<file path="config.mk">
export PLATFORM = sky130hd
export DESIGN_NAME = uart_vga_writer
export DESIGN_NICKNAME = d
export VERILOG_FILES = /design/src/rtl/uart_vga_writer_pkg.sv /design/src/rtl/uart_vga_writer.sv
export SDC_FILE = /design/constraint.sdc
export NUM_CORES = 1
export LEC_CHECK = 0
export CORE_ASPECT_RATIO = 1.1
export CORE_UTILIZATION = 50
export CTS_CLUSTER_SIZE = 10
export DETAILED_ROUTE_END_ITERATION = 8
export PLACE_DENSITY_LB_ADDON = 0.25
export SLEW_MARGIN = 5
export SYNTH_ARGS = -nofsm -noshare
export SYNTH_HDL_FRONTEND = slang
export SYNTH_SLANG_ARGS = --single-unit
</file>
<file path="constraint.sdc">
create_clock -name clk -period 4.9 [get_ports clk]
set_input_delay 0.49 -clock clk [delete_from_list [all_inputs] [get_ports clk]]
set_output_delay 0.49 -clock clk [all_outputs]
set_load 0.02 [all_outputs]
</file>
<file path="src/rtl/uart_vga_writer_pkg.sv">
// Shared definitions for the UART-to-VGA text console writer: FSM states,
// control codes and the default character-grid geometry.
package uart_vga_writer_pkg;

    typedef enum logic [1:0] {
        IDLE    = 2'd0,
        CLR_ROW = 2'd1,
        CLR_ALL = 2'd2
    } state_t;

    // Control codes interpreted by the writer
    localparam logic [7:0] LF = 8'h0A;
    localparam logic [7:0] CR = 8'h0D;
    localparam logic [7:0] BS = 8'h08;
    localparam logic [7:0] FF = 8'h0C;

    // Character grid geometry and fill character
    localparam int         COLS  = 20;
    localparam int         ROWS  = 64;
    localparam logic [7:0] BLANK = 8'h20;

endpackage

</file>
<file path="src/rtl/uart_vga_writer.sv">
// Text-console writer: turns received bytes into character writes for the
// VGA text RAM, tracks a cursor, and clears rows or the whole screen with
// one RAM write per cycle.
module uart_vga_writer
    import uart_vga_writer_pkg::*;
(
    input  logic        clk,
    input  logic        rst,
    input  logic [7:0]  in_data,
    input  logic        in_valid,
    output logic        in_ready,
    output logic [31:0] write_address,
    output logic [7:0]  ram_in,
    output logic        we,
    output logic [4:0]  cursor_col,
    output logic [5:0]  cursor_row,
    output logic        busy
);

    state_t      state_q, state_d;
    logic [4:0]  col_q, col_d;
    logic [5:0]  row_q, row_d;
    logic [10:0] clr_idx_q, clr_idx_d;
    logic        we_q, we_d;
    logic [10:0] addr_q, addr_d;
    logic [7:0]  data_q, data_d;
    logic        busy_q, busy_d;

    // Write request assembled by the FSM; address is wr_row*COLS + wr_off
    logic        wr_en;
    logic [5:0]  wr_row;
    logic [10:0] wr_off;
    logic [7:0]  wr_data;
    logic        clr_issue;
    logic        accept;
    logic [5:0]  row_inc;

    assign in_ready = (state_q == IDLE) && !rst;
    assign accept   = in_valid && in_ready;

    // Row advance wraps explicitly at the last row (no scrolling)
    assign row_inc = (row_q == 6'(ROWS - 1)) ? 6'd0 : row_q + 6'd1;

    // Next-state, cursor update and write-request decode
    always_comb begin
        state_d   = state_q;
        col_d     = col_q;
        row_d     = row_q;
        clr_idx_d = clr_idx_q;
        wr_en     = 1'b0;
        wr_row    = row_q;
        wr_off    = 11'd0;
        wr_data   = BLANK;
        clr_issue = 1'b0;

        case (state_q)
            IDLE: begin
                if (accept) begin
                    if (in_data >= 8'h20 && in_data <= 8'h7E) begin
                        wr_en   = 1'b1;
                        wr_data = in_data;
                        wr_off  = 11'(col_q);
                        if (col_q == 5'(COLS - 1)) begin
                            // Own write goes out first; the row clear follows from index 0
                            col_d     = 5'd0;
                            row_d     = row_inc;
                            state_d   = CLR_ROW;
                            clr_idx_d = 11'd0;
                        end else begin
                            col_d = col_q + 5'd1;
                        end
                    end else begin
                        case (in_data)
                            LF: begin
                                // No character of its own, so the first blank is written right away
                                col_d     = 5'd0;
                                row_d     = row_inc;
                                state_d   = CLR_ROW;
                                wr_en     = 1'b1;
                                wr_row    = row_inc;
                                wr_off    = 11'd0;
                                clr_issue = 1'b1;
                                clr_idx_d = 11'd1;
                            end
                            CR: begin
                                col_d = 5'd0;
                            end
                            BS: begin
                                if (col_q != 5'd0) begin
                                    col_d  = col_q - 5'd1;
                                    wr_en  = 1'b1;
                                    wr_off = 11'(col_q - 5'd1);
                                end
                            end
                            FF: begin
                                state_d   = CLR_ALL;
                                wr_en     = 1'b1;
                                wr_row    = 6'd0;
                                wr_off    = 11'd0;
                                clr_issue = 1'b1;
                                clr_idx_d = 11'd1;
                            end
                            default: begin
                            end
                        endcase
                    end
                end
            end

            CLR_ROW: begin
                wr_en     = 1'b1;
                wr_off    = clr_idx_q;
                clr_issue = 1'b1;
                if (clr_idx_q == 11'(COLS - 1)) begin
                    state_d   = IDLE;
                    clr_idx_d = 11'd0;
                end else begin
                    clr_idx_d = clr_idx_q + 11'd1;
                end
            end

            CLR_ALL: begin
                // Row 0 base plus a linear index sweeps the whole RAM
                wr_en     = 1'b1;
                wr_row    = 6'd0;
                wr_off    = clr_idx_q;
                clr_issue = 1'b1;
                if (clr_idx_q == 11'(COLS * ROWS - 1)) begin
                    state_d   = IDLE;
                    clr_idx_d = 11'd0;
                    col_d     = 5'd0;
                    row_d     = 6'd0;
                end else begin
                    clr_idx_d = clr_idx_q + 11'd1;
                end
            end

            default: begin
                state_d = IDLE;
            end
        endcase
    end

    // Registered write port values; address/data hold when no write is issued
    always_comb begin
        we_d   = wr_en;
        addr_d = wr_en ? (11'(wr_row) * 11'(COLS) + wr_off) : addr_q;
        data_d = wr_en ? wr_data : data_q;
        busy_d = (state_d != IDLE) || clr_issue;
    end

    // State, cursor and output registers
    always_ff @(posedge clk) begin
        if (rst) begin
            state_q   <= IDLE;
            col_q     <= 5'd0;
            row_q     <= 6'd0;
            clr_idx_q <= 11'd0;
            we_q      <= 1'b0;
            addr_q    <= 11'd0;
            data_q    <= 8'd0;
            busy_q    <= 1'b0;
        end else begin
            state_q   <= state_d;
            col_q     <= col_d;
            row_q     <= row_d;
            clr_idx_q <= clr_idx_d;
            we_q      <= we_d;
            addr_q    <= addr_d;
            data_q    <= data_d;
            busy_q    <= busy_d;
        end
    end

    assign write_address = {21'd0, addr_q};
    assign ram_in        = data_q;
    assign we            = we_q;
    assign cursor_col    = col_q;
    assign cursor_row    = row_q;
    assign busy          = busy_q;

endmodule

</file>
======== Word-level counts from Yosys, hierarchy flattened ========
Index checks and enable logic that the tools add are counted.
storage, ports and cells
  register bits after elaboration ......... 45
  input bits .............................. 11
  output and inout bits ................... 54
  word-level logic and storage cells ...... 99
cells by class
  add/subtract/negate cells ............... 6
  multiply operators ...................... 1
  order comparisons ....................... 2
  eq/ne operators ......................... 17
  muxes and demuxes ....................... 49
  reductions and logical operators ........ 16
operator list
  operator                 number
  $mux W11                 10
  $mux W6                  8
  $pmux W6 S2              3
  $pmux W11 S3             1
  $eq A8 B4 Y1 const B     4
  $mux W5                  5
  $mux W8                  3
  $pmux W11 S2             1
  $pmux W5 S2              2
  $add A11 B1 Y11 const B  1
  $add A11 B11 Y11         1
  $eq A11 B11 Y1 const B   1
  $eq A11 B5 Y1 const B    1
  $mux W2                  5
  $reduce_and A5 Y1        2
  $mul A6 B3 Y9 const B    1
  $ge A8 B6 Y1 const B     1
  $le A8 B7 Y1 const B     1
  $add A6 B1 Y6 const B    1
  $eq A6 B6 Y1 const B     1
  $mux W1                  6
  $ne A3 B2 Y1 const B     2
  $pmux W1 S2              3
  $pmux W2 S3              1
  20 further kinds         26

======== Longest topological paths before layout ========
  depth after elaboration ................. 8
  depth in mapped cells ................... 21
  mapped depth without buffers ............ 20

======== Worst setup path before layout ========
OpenSTA, ideal clock, no wires.
  path type ............................... input -> register
  start point ............................. input port rst
  end point ............................... register addr_q[10]
  setup time .............................. 0.061 ns
  data arrival time ....................... 4.216 ns
  data required time ...................... 4.839 ns
  setup slack ............................. 0.624 ns
  stages on the path ...................... 17
  path buffers ............................ 2
  path through ............................ buf_2 > and3b_1 > clkbuf_1 > nand3_1 > o21a_1 > nand2_1 > o21ai_0 > ha_1 > ha_1 > fa_1 > xor2_1 > ha_1 > o21a_1 > a2111oi_0 > o21ai_0 > a211o_1 > nand3_2
between the ends
  longest elaborated chain between the ends .. 7
  elaborated cells on any way between the ends .. 11
  classes of those cells .................. 1 x add/sub; 1 x mul; 6 x mux; 3 x reduce/logical
RTL lines
  item                  RTL line                source
  from (decl)           uart_vga_writer.sv:8    input logic rst,
  $logic_not A1 Y1      uart_vga_writer.sv:38   assign in_ready = (state_q == IDLE) && !rst;
  $logic_and A1 B1 Y1   uart_vga_writer.sv:38
  $logic_and A1 B1 Y1   uart_vga_writer.sv:39   assign accept = in_valid && in_ready;
  $mux W6               uart_vga_writer.sv:58   if (accept) begin
  $pmux W6 S2           uart_vga_writer.sv:56   case (state_q)
  $mul A6 B3 Y9         uart_vga_writer.sv:147  addr_d = wr_en ? (11'(wr_row) * 11'(COLS) + wr_off) : addr_q;
  $add A11 B11 Y11      uart_vga_writer.sv:147
  to (signal assigned)  uart_vga_writer.sv:169  addr_q <= addr_d;
  to (decl)             uart_vga_writer.sv:25   logic [10:0] addr_q, addr_d;
Parallel ways exist; a longest one is shown, timed or not.
A chain may end at the register's enable or synchronous reset.

======== Final worst setup path ========
  start point ............................. input port in_data[4]
  end point ............................... register addr_q[10]
between the ends
  longest elaborated chain between the ends .. 7
  elaborated cells on any way between the ends .. 21
  classes of those cells .................. 1 x add/sub; 1 x mul; 2 x order compare; 3 x eq/ne; 12 x mux; 2 x reduce/logical
RTL lines
  item                                                RTL line                                      source
  from (decl)                                         uart_vga_writer.sv:9                          input logic [7:0] in_data,
  $ge A8 B6 Y1, or another cell as far along          uart_vga_writer.sv:59                         if (in_data >= 8'h20 && in_data <= 8'h7E) begin
  $logic_and A1 B1 Y1 or $pmux W6 S2 (tied branches)  uart_vga_writer.sv:59, uart_vga_writer.sv:73
  $mux W6                                             uart_vga_writer.sv:59
  $mux W6                                             uart_vga_writer.sv:58
  $pmux W6 S2                                         uart_vga_writer.sv:56
  $mul A6 B3 Y9                                       uart_vga_writer.sv:147
  $add A11 B11 Y11                                    uart_vga_writer.sv:147
Parallel ways exist; a longest one is shown, timed or not.

==> results.rst <==
.. list-table::
   :header-rows: 1

   * - Metric
     - Value
   * - Pin count of the biggest net entering global routing
     - 43
   * - Mean post-synth cell area
     - 7.87 µm²
   * - Clk pin slew, worst setup/hold paths
     - 0.09 ns
   * - Routability cong.
     - 0.914
   * - Number of hold-repair buffers added at the cts stage
     - 0
   * - Clock skew
     - 0.00928 ns
   * - Critical path endpoint category
     - flop
   * - Via density per instance
     - 6.13
   * - Met2 demand-to-capacity share in global routing
     - 44.2%
   * - Synth top area share
     - 24.7%
   * - Final hold slack
     - 0.461 ns
   * - Storage element area
     - 901 µm²
   * - Number of synthesized flops with an enable pin
     - 0
   * - Lkg Pwr
     - 1.61 nW
   * - Worst-case vdd ir drop
     - 0.000129 V
   * - Number of antenna cells inserted
     - 0
   * - Detailed-router iteration count before antenna repair
     - 5
   * - Type of the worst min-delay path
     - flop to flop
   * - Final slew viol count
     - 0
   * - Number of cells traversed by the worst register-to-register path
     - 17
   * - Leading area contributor after synthesis
     - sky130_fd_sc_hd__dfxtp_1
   * - Post-CTS Setup Inserts
     - 0
   * - DRC errors left
     - 0
   * - # rows
     - 32
   * - Setup tns final
     - 0 ns
   * - Power Dens Cells
     - 194 mW/mm²
   * - Total number of vias
     - 3602
   * - Number of warnings reported in the yosys synthesis log
     - 0
   * - Fill cell instance count of the final layout
     - 650
   * - Worst reg-to-reg setup slack
     - 0.51 ns
   * - Post-route design area
     - 0.00424 mm²
   * - Area of the core
     - 0.00705 mm²
   * - Detail-routed net length per standard cell
     - 17.1 µm
   * - Category of the critical setup timing path
     - primary input to flop
   * - Cell at the root of the clock tree
     - sky130_fd_sc_hd__clkbuf_8
   * - Layout cells sized above 1
     - 7.75%
   * - Slowest stage cell, crit path
     - sky130_fd_sc_hd__clkdlybuf4s50_1
   * - Cells after synthesis
     - 464
   * - Number of hold violations in the final report
     - 0
   * - Final HPWL from detailed placement
     - 7.41 mm
   * - Transition at the pin with the smallest max-transition slack
     - 0.868 ns
   * - Number of resized instances in the post-cts repair step
     - 0
   * - Total area of multi-input combinational cells
     - 0.00250 mm²
   * - Data required, critical path
     - 5.15 ns
   * - Switching pwr
     - 0.000214 W
   * - Number of buffers and inverters on the critical path
     - 1
   * - Time the worst path needs with I/O delays and setup
     - 4.50 ns
   * - Most common cell after layout, fill and taps aside
     - sky130_fd_sc_hd__dfxtp_1
   * - Cells taking the most area after synthesis
     - sky130_fd_sc_hd__dfxtp_1 25%, sky130_fd_sc_hd__ha_1 8.2%, sky130_fd_sc_hd__a21oi_1 5.1%
   * - CTS H-Tree Depth
     - 2
   * - Number of global-route vias before repair
     - 3381
   * - Power share of the combinational group
     - 11.9%
   * - Leading cell types in the layout, fill and taps excluded
     - 45 x sky130_fd_sc_hd__dfxtp_1, 43 x sky130_fd_sc_hd__nand2_1, 43 x sky130_fd_sc_hd__clkdlybuf4s50_1
   * - Cell type with the highest occurrence count on the critical path
     - sky130_fd_sc_hd__ha_1
   * - Proportion of synthesized chip area in sequential cells
     - 24.7%
   * - Post-DP Area
     - 0.00410 mm²
   * - Endpoint of the lowest-slack register-to-register path
     - addr_q[10]
   * - Total of buffers placed on input and output ports
     - 43
   * - Register bit total from synthesis
     - 45
   * - Critical hold path startpoint
     - addr_q[8]
   * - Switching part of the total
     - 26.1%
   * - Routed wire length
     - 10.0 mm
   * - Total of max-cap violations
     - 0
   * - Initial Util
     - 51.8%
   * - Most heavily used metal layer in global routing
     - met2
   * - Area Overhead vs Synth
     - 15.9%
   * - CTS tree
     - built
   * - IO Pins
     - 65
   * - Overall die area
     - 0.00765 mm²
   * - Antenna Nets Post-Route
     - 0
   * - Ys flop type
     - sky130_fd_sc_hd__dfxtp_1
   * - Top fanout value on the critical path
     - 5
   * - Internal power of the cells
     - 0.000608 W
   * - Clk pwr share
     - 42.9%
   * - Depth of the worst hold-timing path
     - 2
   * - Yosys cell types
     - 80
   * - First-pass GRT wire length
     - 16.3 mm
   * - Result of the run
     - complete, no violations
   * - DRC marker count from the first detailed-route iteration
     - 186
   * - Final layout net count
     - 539
   * - Routing usage on met3
     - 3.69%
   * - Endpoint with the worst hold slack
     - addr_q[8]
   * - Die height
     - 91.7 µm
   * - Peak Freq
     - 222 MHz
   * - Worst slew slack as a fraction of its limit
     - 42.1%
   * - Clk sinks
     - 45
   * - Netlist Area Pre-Place
     - 0.00365 mm²
   * - Share of async-settable or async-resettable flops after synthesis
     - 0%
   * - Number of setup violations in the final report
     - 0
   * - Share of the clock period used by the worst path
     - 91.9%
   * - Gr ovfl total
     - 0
   * - Global router's overall resource usage
     - 26.4%
   * - Die W
     - 83.5 µm
   * - Number of antenna violations at the first check in global routing
     - 0
   * - Worst path top cell family by delay
     - adder cells
   * - Seq pwr share
     - 45.2%
   * - Arrival time reported for the critical path endpoint
     - 4.76 ns
   * - Reg2Reg Launch Point
     - cursor_row[0]
   * - CP max stage delay
     - 0.51 ns
   * - RSZ-0062 raised after global routing
     - no
   * - Critical-path cell list
     - clkdlybuf4s50_1 > nor4b_4 > nand4_1 > nand2b_1 > nor2b_1 > o21ai_0 > o31ai_1 > ha_1 > ha_1 > fa_1 > xor2_1 > ha_1 > o21a_1 > a2111oi_1 > o21ai_0 > a211o_1 > nand3_2
   * - Clock buffer depth
     - 2
   * - Met1 layer usage reported by global route
     - 35.1%
   * - Sum of internal, switching and leakage power
     - 0.000823 W
   * - Clock latency on the worst-skew pair
     - 0.31 ns
   * - Total clock buffers created by CTS
     - 5
   * - Crit start category
     - primary input
## worst min-delay path: cells and delay by family (launching register included)
family | cells | cell delay [ns]
and+or+nand+nor | 1 | 0.05
DFF | 1 | 0.32
AOI/OAI and AO/OA | 1 | 0.05
## synthesized netlist by cell type (8+ instances only)
master	count
sky130_fd_sc_hd__o21ai_0	22
sky130_fd_sc_hd__buf_4	22
sky130_fd_sc_hd__inv_1	14
sky130_fd_sc_hd__buf_2	8
sky130_fd_sc_hd__clkbuf_1	14
sky130_fd_sc_hd__nor3_1	13
sky130_fd_sc_hd__ha_1	24
sky130_fd_sc_hd__a21oi_1	37
sky130_fd_sc_hd__xnor2_1	9
sky130_fd_sc_hd__nand3_1	18
sky130_fd_sc_hd__dfxtp_1	45
sky130_fd_sc_hd__nand2_1	43
sky130_fd_sc_hd__nor2_1	41
## sequential cells by signal, indices dropped and copies added (netlist names)
register / count
clr_idx_q: 11
state_q: 2
we: 1
ram_in: 8
addr_q: 11
cursor_col: 5
busy: 1
cursor_row: 6
## logic make-up (layout without fill, tap and decap cells)
family / Yosys count / in the layout / share of synthesized area, %
adders and majority gates: 26 / 26 / 9.32
and+or+nand+nor: 171 / 171 / 24.4
DFF: 45 / 45 / 24.7
xor gates and xnor gates: 12 / 12 / 2.88
muxes: 7 / 7 / 1.92
other: 1 / 21 / 0.103
buffers and inverters: 61 / 80 / 9.04
AOI/OAI and AO/OA: 141 / 141 / 27.7
## layer usage
layer	routed length (µm)	share of wire [%]
met2	4810	48
met3	576	5.7
met5	0	0
met4	204	2.0
met1	4440	44
## layout make-up
type                    instances  share of cell area, %
multi-input cells             378                   59.0
flip-flops and latches         45                   21.3
repair buffers                 57                   12.6
well taps                      85                   2.51
clock buffers                   5                   1.62
clock inverters                 3                   1.62
inverters                      15                   1.33
## per-stage QoR
stage / util (%) / std cells / setup WS [ns]
final: 60.1 / 588 / 0.398
after global routing: 60.1 / 588 / 0.0590
after CTS: 60.1 / 588 / 0.385
after detailed placement: 58.1 / 580 / 0.0731
after global placement: 58.1 / 580 / 0.190
after floorplan: - / 484 / 0.624
## worst max-delay path by stage
stage                from    endpoint  cells after the start
6_report       in_data[4]  addr_q[10]                     17
5_1_grt        in_data[3]  addr_q[10]                     17
4_1_cts        in_data[4]  addr_q[10]                     17
3_5_place_dp   in_data[3]  addr_q[10]                     16
3_3_place_gp   in_data[4]  addr_q[10]                     17
2_1_floorplan         rst  addr_q[10]                     17
## power groups by stage
stage / clock (W) / combinational [W] / sequential (W)
after CTS: 0.000356 / 0.0000969 / 0.000372
after global placement: 0 / 0.0000955 / 0.000381
final: 0.000353 / 0.0000981 / 0.000372
after global routing: 0.000370 / 0.000105 / 0.000373
after floorplan: 0 / 0.0000714 / 0.000384
after detailed placement: 0 / 0.0000963 / 0.000381
Note: power is estimated with default switching activity, not from simulation.
